File: src/rtl/fir_serial_tx.sv
// fir_serial_tx: transmit end of the framed serial link feeding the DAC/codec.
// Signed samples are queued in a small FIFO and shifted out MSB-first as
// FRAME_BITS-bit frames (sclk / fs / sdata), SCLK_DIV clk cycles per bit.
// Optional feature macro FIR_TX_PARITY_EN: when defined, the first pad bit
// after the sample carries the XOR of all sample bits.
module fir_serial_tx #(
  parameter int WIDTH_data = 24,
  parameter int FIFO_DEPTH = 4,
  parameter int SCLK_DIV   = 4,
  parameter int FRAME_BITS = 32
) (
  input  logic                               clk,
  input  logic                               reset_n,
  input  logic signed [WIDTH_data-1:0]       data_in,
  input  logic                               in_valid,
  input  logic                               clr_ovf,
  output logic                               sclk,
  output logic                               fs,
  output logic                               sdata,
  output logic                               busy,
  output logic                               overflow,
  output logic [$clog2(FIFO_DEPTH+1)-1:0]    fifo_level
);

  localparam int PTR_W = $clog2(FIFO_DEPTH);
  localparam int LVL_W = $clog2(FIFO_DEPTH + 1);
  localparam int TMR_W = $clog2(SCLK_DIV);
  localparam int BIT_W = $clog2(FRAME_BITS);

  localparam logic [LVL_W-1:0] LVL_FULL = LVL_W'(FIFO_DEPTH);
  localparam logic [TMR_W-1:0] TMR_LAST = TMR_W'(SCLK_DIV - 1);
  localparam logic [TMR_W-1:0] TMR_HALF = TMR_W'(SCLK_DIV / 2);
  localparam logic [BIT_W-1:0] BIT_LAST = BIT_W'(FRAME_BITS - 1);

  typedef enum logic {IDLE = 1'b0, SHIFT = 1'b1} state_t;

`ifdef FIR_TX_PARITY_EN
  // Even parity: XOR of every sample bit.
  function automatic logic even_parity(input logic signed [WIDTH_data-1:0] s);
    return ^s;
  endfunction
`endif

  // Frame image: sample left-justified, pad bits zero (parity in first pad bit if enabled).
  function automatic logic [FRAME_BITS-1:0] build_frame(input logic signed [WIDTH_data-1:0] s);
    logic [FRAME_BITS-1:0] f;
    f = '0;
    f[FRAME_BITS-1 -: WIDTH_data] = s;
`ifdef FIR_TX_PARITY_EN
    f[FRAME_BITS-1-WIDTH_data] = even_parity(s);
`endif
    return f;
  endfunction

  state_t                        state_q, state_d;
  logic signed [WIDTH_data-1:0]  mem_q [FIFO_DEPTH];
  logic signed [WIDTH_data-1:0]  head;
  logic [PTR_W-1:0]              wr_ptr_q, wr_ptr_d;
  logic [PTR_W-1:0]              rd_ptr_q, rd_ptr_d;
  logic [LVL_W-1:0]              level_q, level_d;
  logic                          ovf_q, ovf_d;
  logic [TMR_W-1:0]              timer_q, timer_d;
  logic [BIT_W-1:0]              bit_q, bit_d;
  logic [FRAME_BITS-1:0]         shift_q, shift_d;
  logic                          empty, full, frame_end, pop, push, drop;

  // FIFO handshake: pop when idle or at the last clk of a frame; a push into a
  // full FIFO is still accepted if the same edge pops.
  always_comb begin
    empty     = (level_q == '0);
    full      = (level_q == LVL_FULL);
    frame_end = (state_q == SHIFT) && (timer_q == TMR_LAST) && (bit_q == BIT_LAST);
    pop       = !empty && ((state_q == IDLE) || frame_end);
    push      = in_valid && (!full || pop);
    drop      = in_valid && full && !pop;
    head      = mem_q[rd_ptr_q];
  end

  // FIFO pointers, fill level and sticky overflow (a drop beats a clear).
  always_comb begin
    wr_ptr_d = wr_ptr_q;
    rd_ptr_d = rd_ptr_q;
    level_d  = level_q;
    ovf_d    = ovf_q;
    if (push) wr_ptr_d = wr_ptr_q + PTR_W'(1);
    if (pop)  rd_ptr_d = rd_ptr_q + PTR_W'(1);
    case ({push, pop})
      2'b10:   level_d = level_q + LVL_W'(1);
      2'b01:   level_d = level_q - LVL_W'(1);
      default: level_d = level_q;
    endcase
    if (drop)         ovf_d = 1'b1;
    else if (clr_ovf) ovf_d = 1'b0;
  end

  // Next state: load a frame on pop, step the bit timer, shift on timer wrap.
  always_comb begin
    state_d = state_q;
    timer_d = timer_q;
    bit_d   = bit_q;
    shift_d = shift_q;
    if (state_q == IDLE) begin
      if (pop) begin
        state_d = SHIFT;
        timer_d = '0;
        bit_d   = '0;
        shift_d = build_frame(head);
      end
    end else begin
      if (frame_end) begin
        timer_d = '0;
        bit_d   = '0;
        if (pop) shift_d = build_frame(head);
        else     state_d = IDLE;
      end else if (timer_q == TMR_LAST) begin
        timer_d = '0;
        bit_d   = bit_q + BIT_W'(1);
        shift_d = {shift_q[FRAME_BITS-2:0], 1'b0};
      end else begin
        timer_d = timer_q + TMR_W'(1);
      end
    end
  end

  // Control state, cleared asynchronously so a partial frame is abandoned at once.
  always_ff @(posedge clk or negedge reset_n) begin
    if (!reset_n) begin
      state_q  <= IDLE;
      wr_ptr_q <= '0;
      rd_ptr_q <= '0;
      level_q  <= '0;
      ovf_q    <= 1'b0;
      timer_q  <= '0;
      bit_q    <= '0;
    end else begin
      state_q  <= state_d;
      wr_ptr_q <= wr_ptr_d;
      rd_ptr_q <= rd_ptr_d;
      level_q  <= level_d;
      ovf_q    <= ovf_d;
      timer_q  <= timer_d;
      bit_q    <= bit_d;
    end
  end

  // Sample storage and shift register; outputs are gated by state, so no reset needed.
  always_ff @(posedge clk) begin
    if (push) mem_q[wr_ptr_q] <= data_in;
    shift_q <= shift_d;
  end

  assign busy       = (state_q == SHIFT);
  assign sclk       = busy && (timer_q >= TMR_HALF);
  assign fs         = busy && (bit_q == '0);
  assign sdata      = busy && shift_q[FRAME_BITS-1];
  assign overflow   = ovf_q;
  assign fifo_level = level_q;

endmodule

File: config.mk
export PLATFORM = sky130hd
export DESIGN_NAME = fir_serial_tx
export DESIGN_NICKNAME = d
export VERILOG_FILES = /design/src/rtl/fir_serial_tx.sv
export SDC_FILE = /design/constraint.sdc
export NUM_CORES = 1
export LEC_CHECK = 0
export ABC_AREA = 1
export CAP_MARGIN = 20
export CORE_MARGIN = 2
export CORE_UTILIZATION = 40
export CTS_BUF_LIST = sky130_fd_sc_hd__clkbuf_8 sky130_fd_sc_hd__clkbuf_16
export DETAILED_ROUTE_END_ITERATION = 7
export PLACE_DENSITY_LB_ADDON = 0.12
export SETUP_SLACK_MARGIN = 0.5
export SKIP_LAST_GASP = 1
export SYNTH_ARGS = -nofsm -noshare
export SYNTH_HDL_FRONTEND = slang
export SYNTH_SLANG_ARGS = --single-unit
export TNS_END_PERCENT = 50
File: constraint.sdc
create_clock -name clk -period 5.87 [get_ports clk]
set_clock_uncertainty 0.1 [all_clocks]
set_input_delay 0.8805 -clock clk [delete_from_list [all_inputs] [get_ports clk]]
set_output_delay 0.8805 -clock clk [all_outputs]
set_load 0.005 [all_outputs]
==> flow_summary.ini <==
[critical_path]
required_ps = 4890
path_max_fanout = 3
worstPathArrival_ps = 1840
setup.worst_path.start_class = register
setup.worst_path.start = bit_q[0]
path_class = reg -> out
worst_setup_path_end_kind = output pin
r2r-start = bit_q[0]

[pwr]
p_clk_frac = 0.391
switching_power_uw = 644.2
pwr-share-seq = 0.508
power_frac_comb = 0.101
power_leakage_uw = 0.002498
p_int_uw = 1951
switching_share = 0.2482
powerDensity_nw_per_um2 = 370.4
vdd_drop_max_v = 0.0002456

[clock_tree]
cts_resized = 0
cts_sinks = 144
clockBufferDepth = 2
cts_setup_buffers = 0
clk_pin_slew_worst_paths_ps = 60
htree_levels = 4
cts_buffers = 17
cts-root-buf = clkbuf_16
cts_tree = done
postCtsHoldBufs = 0
clk_latency_ps = 420

[timing]
max_freq_mhz = 353.9
setup_tns_ps = 0
rsz0062_at_grt = false
finalCritPeriodShare = 0.4813
fin_hold_ws_ps = 422.7
slew_violations = 0
hold_violations = 0
slew_headroom = 0.3765
period_needed_ps = 2825
tightest_slew_ps = 934.3
setup_viol = 0

[drt]
ant_nets = 0
wl_microns = 11720
dr.pass1.iters = 4
avgRoutedWirePerCell_microns = 16.56
drt_iter0_drc = 243
route.detailed.drc = 0
vias = 3600
via_per_inst = 5.085

[logic_synthesis]
syn_area_sq_um = 5903
yosysTopAreaCellShare = 0.6511
synthTopCellsByArea = edfxtp_1 (65%), nor2_1 (7.0%), dfrtp_1 (6.8%), o21ai_0 (4.3%), o22ai_1 (3.4%)
synth_cell_types = 28
syn_inst = 474
syn_area_per_cell_sq_um = 12.45
synth_top_cell_by_area = edfxtp_1
syn_nets = 512
yosysWarningCount = 0
seq_area_frac_synth = 0.7189
ys_ff_latch = 144

[global_route]
antenna_found_initial = 0
grt_usage = 0.1553
grt_max_degree = 51
grt_pass1_wl_microns = 18800
grt_pass1_vias = 3590
grt_overflow = 0

[hold_path]
hp-start = fifo_level[0]
hold_class = reg -> reg

[die]
ios = 36
die_h_microns = 125.5
design.core.area_sq_um = 14480
dieArea_sq_um = 15750
start_util = 0.4077
die_width_microns = 125.5
rows = 44

[placement]
place.gp.congestion = 0.7216
dp_hpwl_microns = 6620
port-buffer-count = 35
placedCellCount = 676

[final_layout]
drive_gt1_frac = 0.08969
nets = 549
fin_cells = 708
syn2layout_area_growth_pct = 18.69
diodes = 0

[flow_run]
drv_cap = 0

[outcome]
outcome = finished clean
[worst max-delay path: stages, from the launching register on]
cell             delay [ps]
dfrtp_1                 380
inv_1                   110
ha_1                    150
nand3_1                  70
nor3_1                  160
clkdlybuf4s50_1         540
[metrics by stage]
| step | util | power, uW | area (sq um) | setup WS [ps] |
|---|---|---|---|---|
| floorplan | - | 1470 | 5903 | 3109 |
| global placement | 0.4431 | 1604 | 6416 | 3083 |
| detailed placement | 0.4450 | 1610 | 6444 | 3052 |
| CTS | 0.4839 | 2623 | 7007 | 3032 |
| global route | 0.4839 | 2715 | 7007 | 2840 |
| finish | 0.4839 | 2595 | 7007 | 3045 |
[area by class of cell]
cell class / count / area, sq um
well taps: 184 / 230.2
inverters: 35 / 131.4
clock inverters: 15 / 137.6
repair buffers: 43 / 430.4
multi-input cells: 270 / 1408
clock buffers: 17 / 425.4
fillers: 1291 / 7472
flip-flops and latches: 144 / 4244
[final timing paths]
path                            endpoint  slack [ps]  depth (start not counted)
setup reg to reg            mem_q[0][14]        3080                          9
min in group asynchronous  fifo_level[0]         820                          1
hold / removal             fifo_level[0]         420                          1
setup / recovery                      fs        3040                          5
hold reg to reg            fifo_level[0]         420                          1
max in group asynchronous    rd_ptr_q[0]        4360                          1
[cells in the mapped netlist, drive strengths merged]
library cell,n
nor3,2
ha,9
clkbuf,6
edfxtp,128
or2,1
nand4,1
a31oi,24
o32ai,1
o21ai,53
inv,35
buf,19
nor2,110
dfrtp,16
o21a,1
nand3,12
a21oi,3
nand2,16
xor2,3
o22ai,32
fa,1
mux2i,1
[cells by family after synthesis]
family | after synthesis | synth area share
xor+xnor | 3 | 0.004452
simple gates | 142 | 0.09496
compound gates | 114 | 0.1115
buf+inv | 60 | 0.04599
mux | 1 | 0.001696
fa+ha+maj | 10 | 0.02247
flops | 144 | 0.7189
[power by group through the flow]
| stage | registers, uW | logic, uW | clock network (uW) |
|---|---|---|---|
| floorplan | 1330 | 137 | 0 |
| global placement | 1340 | 267 | 0 |
| detailed placement | 1340 | 270 | 0 |
| CTS | 1320 | 271 | 1030 |
| global route | 1330 | 296 | 1090 |
| finish | 1320 | 262 | 1020 |
[cell usage in the layout (no fill, tap or decap), types with 7 or more instances in the layout]
master           instances
dfrtp_1                 16
nand3_1                 11
clkbuf_16               17
buf_4                    7
edfxtp_1               128
inv_1                   33
nor2_1                 106
o21ai_0                 51
a31oi_1                 24
o22ai_1                 32
clkdlybuf4s50_1         35
nand2_1                 16
ha_1                     9
[per-layer routing]
metal / vias to the layer above / part of all wire / GRT usage
li1: 1781 / - / -
met1: 1748 / 0.46 / 0.1971
met2: 61 / 0.49 / 0.2595
met3: 10 / 0.039 / 0.04407
met4: 0 / 0.011 / 0.04771
met5: - / 0 / 0
[registers in the layout (all words and copies together) (netlist names)]
register and flops:
shift_q 32, timer_q 2, rd_ptr_q 2, overflow 1, bit_q 5, fifo_level 3, mem_q 96, busy 1
wr_ptr_q 2
No activity file was read; power rests on OpenSTA's default activity.
